### config.mk
export PLATFORM = sky130hd
export DESIGN_NAME = burst_line_adaptor
export DESIGN_NICKNAME = d
export VERILOG_FILES = /design/src/rtl/burst_line_adaptor_pkg.sv /design/src/rtl/burst_line_adaptor_beat_counter.sv /design/src/rtl/burst_line_adaptor.sv
export SDC_FILE = /design/constraint.sdc
export NUM_CORES = 1
export LEC_CHECK = 0
export CORE_MARGIN = 2
export CORE_UTILIZATION = 29
export DETAILED_ROUTE_END_ITERATION = 10
export GPL_TIMING_DRIVEN = 0
export SLEW_MARGIN = 10
export SYNTH_ARGS = -nofsm -noshare
export SYNTH_HDL_FRONTEND = slang
export SYNTH_HIERARCHICAL = 1
export SYNTH_SLANG_ARGS = --single-unit
### constraint.sdc
create_clock -name clk -period 3.2 [get_ports clk]
set_input_delay 0.32 -clock clk [delete_from_list [all_inputs] [get_ports clk]]
set_output_delay 0.32 -clock clk [all_outputs]
set_load 0.02 [all_outputs]
### src/rtl/burst_line_adaptor_pkg.sv
// Shared types and geometry helpers for the cache-line to memory-burst bridge.
package burst_adaptor_pkg;

   typedef enum logic [1:0] {
      IDLE  = 2'd0,
      READ  = 2'd1,
      WRITE = 2'd2,
      DONE  = 2'd3
   } state_t;

   function automatic int calc_beats(input int line_w, input int burst_w);
      return line_w / burst_w;
   endfunction

   function automatic int calc_offs(input int line_w);
      return $clog2(line_w / 32'sd8);
   endfunction

   // Line must split evenly into a power-of-two number (>=2) of beats.
   function automatic bit geometry_ok(input int line_w, input int burst_w);
      int beats;
      if (burst_w <= 32'sd0) begin
         return 1'b0;
      end
      beats = line_w / burst_w;
      return ((line_w % burst_w) == 32'sd0) && (beats >= 32'sd2) &&
             ((beats & (beats - 32'sd1)) == 32'sd0);
   endfunction

endpackage

### src/rtl/burst_line_adaptor_beat_counter.sv
// Beat index within a line transfer; wraps naturally since the beat count is a power of two.
module beat_counter #(
   parameter int CNT_W = 2
) (
   input  logic             clk,
   input  logic             reset_n,
   input  logic             i_clr,
   input  logic             i_en,
   output logic [CNT_W-1:0] o_cnt,
   output logic             o_last
);

   logic [CNT_W-1:0] r_cnt;

   // Beat counter: clear dominates, otherwise advance on each qualified beat.
   always_ff @(posedge clk or negedge reset_n) begin
      if (!reset_n) begin
         r_cnt <= '0;
      end else if (i_clr) begin
         r_cnt <= '0;
      end else if (i_en) begin
         r_cnt <= r_cnt + CNT_W'(1'b1);
      end else begin
         r_cnt <= r_cnt;
      end
   end

   assign o_cnt  = r_cnt;
   assign o_last = &r_cnt;

endmodule

### src/rtl/burst_line_adaptor.sv
// Bridges whole-line LLC requests onto a beat-by-beat burst memory port,
// tolerating memory stalls between beats.
module burst_line_adaptor
   import burst_adaptor_pkg::*;
#(
   parameter int LINE_W  = 256,
   parameter int BURST_W = 64,
   parameter int ADDR_W  = 32
) (
   input  logic               clk,
   input  logic               reset_n,
   input  logic [LINE_W-1:0]  line_i,
   output logic [LINE_W-1:0]  line_o,
   input  logic [ADDR_W-1:0]  address_i,
   input  logic               read_i,
   input  logic               write_i,
   output logic               resp_o,
   output logic               busy_o,
   input  logic [BURST_W-1:0] burst_i,
   output logic [BURST_W-1:0] burst_o,
   output logic [ADDR_W-1:0]  address_o,
   output logic               read_o,
   output logic               write_o,
   input  logic               resp_i
);

   localparam int BEATS = calc_beats(LINE_W, BURST_W);
   localparam int OFFS  = calc_offs(LINE_W);
   localparam int CNT_W = $clog2(BEATS);
   localparam logic [ADDR_W-1:0] ALIGN_MASK = {ADDR_W{1'b1}} << OFFS;

   if (!geometry_ok(LINE_W, BURST_W)) begin : g_bad_geometry
      $error("burst_line_adaptor: LINE_W/BURST_W must be a power of two >= 2");
   end

   state_t             r_state;
   state_t             w_next_state;
   logic [CNT_W-1:0]   w_cnt;
   logic               w_last;
   logic               w_clr;
   logic               w_en;
   logic               w_accept;
   logic               w_accept_wr;
   logic [LINE_W-1:0]  r_line;
   logic [LINE_W-1:0]  r_wbuf;
   logic [ADDR_W-1:0]  r_addr;
   logic               r_read;
   logic               r_write;
   logic               r_resp;
   logic               r_busy;

   assign w_clr       = (r_state == IDLE);
   assign w_en        = resp_i & ((r_state == READ) | (r_state == WRITE));
   assign w_accept    = (r_state == IDLE) & (read_i | write_i);
   assign w_accept_wr = (r_state == IDLE) & ~read_i & write_i;

   beat_counter #(
      .CNT_W (CNT_W)
   ) u_beat_counter (
      .clk     (clk),
      .reset_n (reset_n),
      .i_clr   (w_clr),
      .i_en    (w_en),
      .o_cnt   (w_cnt),
      .o_last  (w_last)
   );

   // Next-state decode; reads win over writes when both are requested.
   always_comb begin
      w_next_state = r_state;
      case (r_state)
         IDLE: begin
            if (read_i) begin
               w_next_state = READ;
            end else if (write_i) begin
               w_next_state = WRITE;
            end else begin
               w_next_state = IDLE;
            end
         end
         READ: begin
            if (resp_i && w_last) begin
               w_next_state = DONE;
            end else begin
               w_next_state = READ;
            end
         end
         WRITE: begin
            if (resp_i && w_last) begin
               w_next_state = DONE;
            end else begin
               w_next_state = WRITE;
            end
         end
         DONE:    w_next_state = IDLE;
         default: w_next_state = IDLE;
      endcase
   end

   // State register with control outputs registered from the next state.
   always_ff @(posedge clk or negedge reset_n) begin
      if (!reset_n) begin
         r_state <= IDLE;
         r_read  <= 1'b0;
         r_write <= 1'b0;
         r_resp  <= 1'b0;
         r_busy  <= 1'b0;
      end else begin
         r_state <= w_next_state;
         r_read  <= (w_next_state == READ);
         r_write <= (w_next_state == WRITE);
         r_resp  <= (w_next_state == DONE);
         r_busy  <= (w_next_state != IDLE);
      end
   end

   // Request capture at acceptance and beat-wise assembly of the read line.
   always_ff @(posedge clk or negedge reset_n) begin
      if (!reset_n) begin
         r_addr <= '0;
         r_wbuf <= '0;
         r_line <= '0;
      end else begin
         if (w_accept) begin
            r_addr <= address_i & ALIGN_MASK;
         end
         if (w_accept_wr) begin
            r_wbuf <= line_i;
         end
         if ((r_state == READ) && resp_i) begin
            r_line[w_cnt*BURST_W +: BURST_W] <= burst_i;
         end
      end
   end

   // Write beat follows the counter directly so it holds across stalls.
   assign burst_o   = r_wbuf[w_cnt*BURST_W +: BURST_W];
   assign line_o    = r_line;
   assign address_o = r_addr;
   assign read_o    = r_read;
   assign write_o   = r_write;
   assign resp_o    = r_resp;
   assign busy_o    = r_busy;

endmodule
==> results.sh, run 1 <==
export IMPL_outcome="complete, no violations"
export IMPL_worst_slack_ns=0.09090
export IMPL_post_route_min_period_ns=3.109
export IMPL_drt_iter0_drc=769
export IMPL_p_sw_w=0.009419
export IMPL_initial_core_util_pct=29.22
export IMPL_hp_class="in2reg"
export IMPL_grt_pass1_vias=17130
export IMPL_drc=0
export IMPL_slew_headroom_pct=49.74
export IMPL_cp_end_kind="primary output"
export IMPL_post_route_cell_area_mm2=0.03238
export IMPL_startpoint="u_beat_counter/o_cnt[0]"
export IMPL_clockBufferDepth=3
export IMPL_hold_ws_ns=0.2468
export IMPL_setup_tns_final_ns=0
export IMPL_max_freq_mhz=321.6
export IMPL_synth_cells=1396
export IMPL_fin_nets=2544
export IMPL_clock_power_share_pct=25.6
export IMPL_crit_family="buffers and inverters"
export IMPL_synth_area_leaders="dfrtp_1, mux2_2, a22o_1"
export IMPL_dr_total_vias=15720
export IMPL_cp_start_kind="flip-flop"
export IMPL_max_stage_delay_ns=0.55
export IMPL_cts_root_buf="clkbuf_16"
export IMPL_hold_viol=0
export IMPL_yosys_top_cells_count="dfrtp_1, mux2_2, a22o_1"
export IMPL_report_final_slew_viol_count=0
export IMPL_power_density_mw_per_mm2=884.4
export IMPL_first_pass_iters=4
export IMPL_htreeDepth=3
export IMPL_layout_drive_gt1_share_pct=24.94
export IMPL_worst_setup_path_type="reg2out"
export IMPL_die_x_um=277.7
export IMPL_io_pin_count=713
export IMPL_ys_warn_count=6
export IMPL_io_buffers=701
export IMPL_synth_most_common_cell="dfrtp_1"
export IMPL_placed_area_mm2=0.03011
export IMPL_pwr_share_comb_pct=37.8
export IMPL_leakage_nw=13.90
export IMPL_grt_pass1_wl_um=117800
export IMPL_synth_cell_types=33
export IMPL_die_area_mm2=0.07710
export IMPL_finalWirelength_um=80700
export IMPL_rows=100
export IMPL_chipHeight_um=277.7
export IMPL_seqPwrFrac_pct=36.6
export IMPL_clock_sinks=547
export IMPL_viasPerCell=4.920
export IMPL_clock_latency_ns=0.59
export IMPL_path_cells="buf_4 > buf_8 > buf_8 > mux4_2 > clkdlybuf4s50_1"
export IMPL_wl_per_cell_um=25.26
export IMPL_syn_area_per_cell_um2=15.56
export IMPL_ant_nets=0
export IMPL_synth_top_cell_area_share_pct=63.03
export IMPL_stdcell_count=3194
export IMPL_vdd_drop_max_mv=0.5524
export IMPL_synthToLayoutAreaGrowth_pct=49.08
export IMPL_hold_start="resp_i"
export IMPL_dp_cells=3075
export IMPL_ys_flop_type="dfrtp_1"
export IMPL_async_reset_ff_share_pct=100.0
export IMPL_grt_ovfl_total=0
export IMPL_path_clk_slew_ns=0.06
export IMPL_crit_fanout=10
export IMPL_core_area_mm2=0.07432
export IMPL_dp_hpwl_um=60970
export IMPL_n_antenna_cell=0
export IMPL_ys_seq_area_share_pct=63.03
export IMPL_synth_seq_cells=547
export IMPL_synth_area_leader_cell="dfrtp_1"
export IMPL_grt_max_degree=112
export IMPL_tritoncts="yes"
export IMPL_rsz0062_at_grt="yes"
export IMPL_netlist_area_mm2=0.02172
export IMPL_timing_rr_start="u_beat_counter/o_cnt[1]"
export IMPL_worstPathArrival_ns=2.79
export IMPL_antenna_found_initial=17
export IMPL_cts_inserted_buffers=66
export IMPL_swShare_pct=32.89
export IMPL_p_int_w=0.01922
export IMPL_worst_path_most_repeated_cell="buf_8"
export IMPL_setup_viol=0
export IMPL_gr_usage_all_layers_pct=20.67
export IMPL_maxCapViolCount=0
export IMPL_post_place_ws_ns=-0.4616
export IMPL_synth_edf_count=0
export IMPL_fin_crit_sh_pct=97.16
export IMPL_cp_num_buf_inv=4
export IMPL_tightestPinTransition_ns=0.7539
export IMPL_place_gp_congestion=0.8548
export IMPL_cp_required_ns=2.88
export IMPL_fin_worst_skew_ns=0.02176
export IMPL_crit_slowest_cell="clkdlybuf4s50_1"
[per-layer routing]
metal  wire length, um  GRT usage, %
met5               191             0
met4              2019         6.306
met3              7103         7.210
met2             41010         36.37
met1             30370         23.54
[what timing repair did]
item,in CTS,in global routing
buffers inserted,2,1
hold buffers,1,0
gates resized for setup,55,20
pin swaps,1,1
hold endpoints to repair,50,0
endpoints found under the setup margin,318,52
[registers in the layout, indices dropped and copies added, names as in the netlist]
signal	count
line_o	256
r_wbuf	256
address_o	27
r_state	2
u_beat_counter/o_cnt	2
busy_o	1
read_o	1
resp_o	1
write_o	1
[metrics by stage]
step                total power (W)  utilization, %
finish                      0.02864           43.57
global route                0.03005           43.57
CTS                         0.02902           43.48
detailed placement          0.02168           40.51
global placement            0.02145           40.31
floorplan                   0.01638               -
[kinds of logic after synthesis]
group | Yosys count | synth area share, %
AND/OR/NAND/NOR | 111 | 2.299
flip-flops | 547 | 63.03
multiplexers | 348 | 21.36
AO/OA/AOI/OAI | 261 | 9.736
other | 1 | 0.01727
buffers and inverters | 118 | 3.007
adder cells (fa/ha/maj) | 9 | 0.5185
XOR/XNOR | 1 | 0.04033
[worst min-delay path: stages]
cell	delay (ns)
buf_6	0.13
and2_1	0.19
xnor2_1	0.08
nor2_1	0.07
[power by group through the flow]
| stage | Combinational (W) | Sequential, W | Clock, W |
|---|---|---|---|
| global placement | 0.0109 | 0.0105 | 0 |
| detailed placement | 0.0111 | 0.0106 | 0 |
| CTS | 0.0110 | 0.0105 | 0.00753 |
| finish | 0.0108 | 0.0105 | 0.00733 |
| floorplan | 0.00543 | 0.0109 | 0 |
| global route | 0.0115 | 0.0107 | 0.00783 |
[final timing paths]
path / to / slack (ns) / cells after the start
max: burst_o[61] / 0.09 / 5
min: u_beat_counter/o_cnt[0] / 0.25 / 4
max reg2reg: line_o[47] / 0.32 / 8
min reg2reg: line_o[118] / 0.48 / 2
max in group asynchronous: r_wbuf[99] / 1.08 / 5
min in group asynchronous: line_o[178] / 0.28 / 2
[placed cells by master, fill, tap and decap left out, drive strengths merged, types with 7 or more instances in the layout]
master / synthesis / routed
mux4: 64 / 64
nor2: 7 / 7
o21ai: 46 / 46
inv: 8 / 10
clkinv: 0 / 19
a22o: 212 / 212
clkbuf: 32 / 124
dlygate4sd2: 0 / 28
nand2: 91 / 91
clkdlybuf4s50: 0 / 661
dfrtp: 547 / 547
buf: 78 / 87
dlymetal6s2s: 0 / 11
mux2: 283 / 283
ha: 9 / 9
[cell type report]
cell class | count | area, um2
buffer | 110 | 718.2
clock buffer | 92 | 1933
clock inverter | 23 | 201.4
fill | 6769 | 41940
inverter | 8 | 30.03
multi-input combinational | 735 | 7397
sequential | 547 | 13690
tap | 969 | 1212
timing repair buffer | 710 | 7197
No activity file was read; power rests on OpenSTA's default activity.
==> inputs of run 2 (changes only) <==
==> constraint.sdc (replaced) <==
create_clock -name clk -period 3.7 [get_ports clk]
set_input_delay 0.37 -clock clk [delete_from_list [all_inputs] [get_ports clk]]
set_output_delay 0.37 -clock clk [all_outputs]
set_load 0.02 [all_outputs]
==> run 2 against run 1 <==
  * Clock power fell by 14%
  * Hold slack improved by 0.047 ns
  * Combinational power fell by 12%
  * Setup slack improved by 0.084 ns
  * Sequential share of layout area rose by 0.11 points
  * Critical endpoint is now burst_o[37]
==> results.sh, run 2 (synthesis gave the netlist of run 1 again) <==
export IMPL_tightestPinTransition_ns=0.9434
export IMPL_report_final_slew_viol_count=0
export IMPL_drc=0
export IMPL_worst_setup_path_type="reg2out"
export IMPL_chipHeight_um=277.7
export IMPL_slew_headroom_pct=36.64
export IMPL_dr_total_vias=15730
export IMPL_n_antenna_cell=0
export IMPL_io_pin_count=713
export IMPL_wl_per_cell_um=25.24
export IMPL_cts_root_buf="clkbuf_16"
export IMPL_antenna_found_initial=17
export IMPL_htreeDepth=3
export IMPL_clock_sinks=547
export IMPL_hold_viol=0
export IMPL_power_density_mw_per_mm2=770.8
export IMPL_final_common_cell="clkdlybuf4s50_1"
export IMPL_rsz0062_at_grt="yes"
export IMPL_met2_usage_pct=36.33
export IMPL_leakage_nw=13.71
export IMPL_path_clk_slew_ns=0.06
export IMPL_drt_iter0_drc=841
export IMPL_power_w=0.02489
export IMPL_synthToLayoutAreaGrowth_pct=48.67
export IMPL_die_area_mm2=0.07710
export IMPL_final_cell_mix="clkdlybuf4s50_1, dfrtp_1, mux2_2"
export IMPL_cts_inserted_buffers=66
export IMPL_post_route_min_period_ns=3.525
export IMPL_fillers=6768
export IMPL_finalWirelength_um=80600
export IMPL_io_buffers=701
export IMPL_dp_hpwl_um=60970
export IMPL_fin_crit_sh_pct=95.27
export IMPL_fin_worst_skew_ns=0.02490
export IMPL_rows=100
export IMPL_maxCapViolCount=0
export IMPL_cp_end_kind="primary output"
export IMPL_outcome="complete, no violations"
export IMPL_grt_pass1_wl_um=117700
export IMPL_die_x_um=277.7
export IMPL_core_area_mm2=0.07432
export IMPL_worstPathArrival_ns=3.16
export IMPL_crit_slowest_cell="clkdlybuf4s50_1"
export IMPL_place_gp_congestion=0.8548
export IMPL_path_cells="buf_2 > buf_4 > buf_4 > mux4_2 > clkdlybuf4s50_1"
export IMPL_first_pass_iters=5
export IMPL_use_met3_pct=7.226
export IMPL_top_usage_layer="met2"
export IMPL_ant_nets=0
export IMPL_initial_core_util_pct=29.22
export IMPL_cp_start_kind="flip-flop"
export IMPL_crit_fanout=10
export IMPL_clockBufferDepth=3
export IMPL_fin_nets=2543
export IMPL_grtUsageMet1_pct=23.51
export IMPL_cp_required_ns=3.33
export IMPL_finalCoreUtilization_pct=43.44
export IMPL_grt_max_degree=112
export IMPL_grt_ovfl_total=0
export IMPL_grt_pass1_vias=17110
export IMPL_setup_viol=0
export IMPL_worst_path_most_repeated_cell="buf_4"
export IMPL_tritoncts="yes"
export IMPL_viasPerCell=4.926
export IMPL_hp_class="in2reg"
export IMPL_vdd_drop_max_mv=0.5081
export IMPL_clock_latency_ns=0.59
export IMPL_layout_drive_gt1_share_pct=24.73
export IMPL_max_stage_delay_ns=0.63
export IMPL_gr_usage_all_layers_pct=20.65
export IMPL_max_freq_mhz=283.7
## run 2: path summary, 6_finish.rpt
| check | slack (ns) | to | cells past startpoint | startpoint |
|---|---|---|---|---|
| setup / recovery | 0.17 | burst_o[37] | 5 | u_beat_counter/o_cnt[0] |
| hold / removal | 0.29 | u_beat_counter/o_cnt[0] | 4 | resp_i |
| setup reg to reg | 0.26 | line_o[17] | 8 | u_beat_counter/o_cnt[1] |
| hold reg to reg | 0.48 | line_o[90] | 2 | line_o[90] |
| max in group asynchronous | 1.52 | r_wbuf[97] | 5 | reset_n |
| min in group asynchronous | 0.32 | line_o[172] | 2 | reset_n |
## run 2: area by class of cell
type,count,area [um2],area share [%]
sequential,547,13690,42.39
multi-input combinational,735,7392,22.89
timing repair buffer,709,7196,22.29
clock buffer,92,1933,5.987
tap,969,1212,3.755
buffer,110,635.6,1.969
clock inverter,23,201.4,0.6239
inverter,8,30.03,0.09300
## run 2: what timing repair did
| action | CTS | global route |
|---|---|---|
| gates resized for setup | 6 | 2 |
| hold buffers | 1 | 0 |
| setup endpoints to repair | 40 | 13 |
| gates cloned | 0 | 0 |
| pin swaps | 0 | 1 |
| setup buffers | 0 | 2 |
| endpoints found under the hold margin | 50 | 0 |
## run 2: per-layer routing
metal	up-vias	routed length, um
li1	6763	-
met1	8093	30250
met2	703	40770
met3	142	7299
met4	28	2089
met5	-	188
## run 2: metrics by stage
stage          instance area (um2)  setup WS [ns]  hold WS [ns]  cells  TNS (ns)
3_3_place_gp                 29960         -21.81        0.4646   3070         -
6_report                     32290         0.1749        0.2938   3193         0
3_5_place_dp                 30110        0.03841        0.3204   3075         0
5_1_grt                      32290       -0.05483        0.3232   3193   -0.2196
2_1_floorplan                21730          1.302       0.07441   1400         0
4_1_cts                      32260       0.004848        0.2530   3191         0
## run 2: worst max-delay path: cells and delay by family, from the launching register on
kind     cells  cell delay (ns)
mux          1             0.56
buf+inv      4             1.53
flops        1             0.45
## run 2: power by group
part	internal (W)	switching, W	total, W	leakage, nW
Combinational	0.00500	0.00447	0.00948	5.67
Clock	0.00374	0.00260	0.00634	1.06
Sequential	0.00800	0.00107	0.00907	6.98
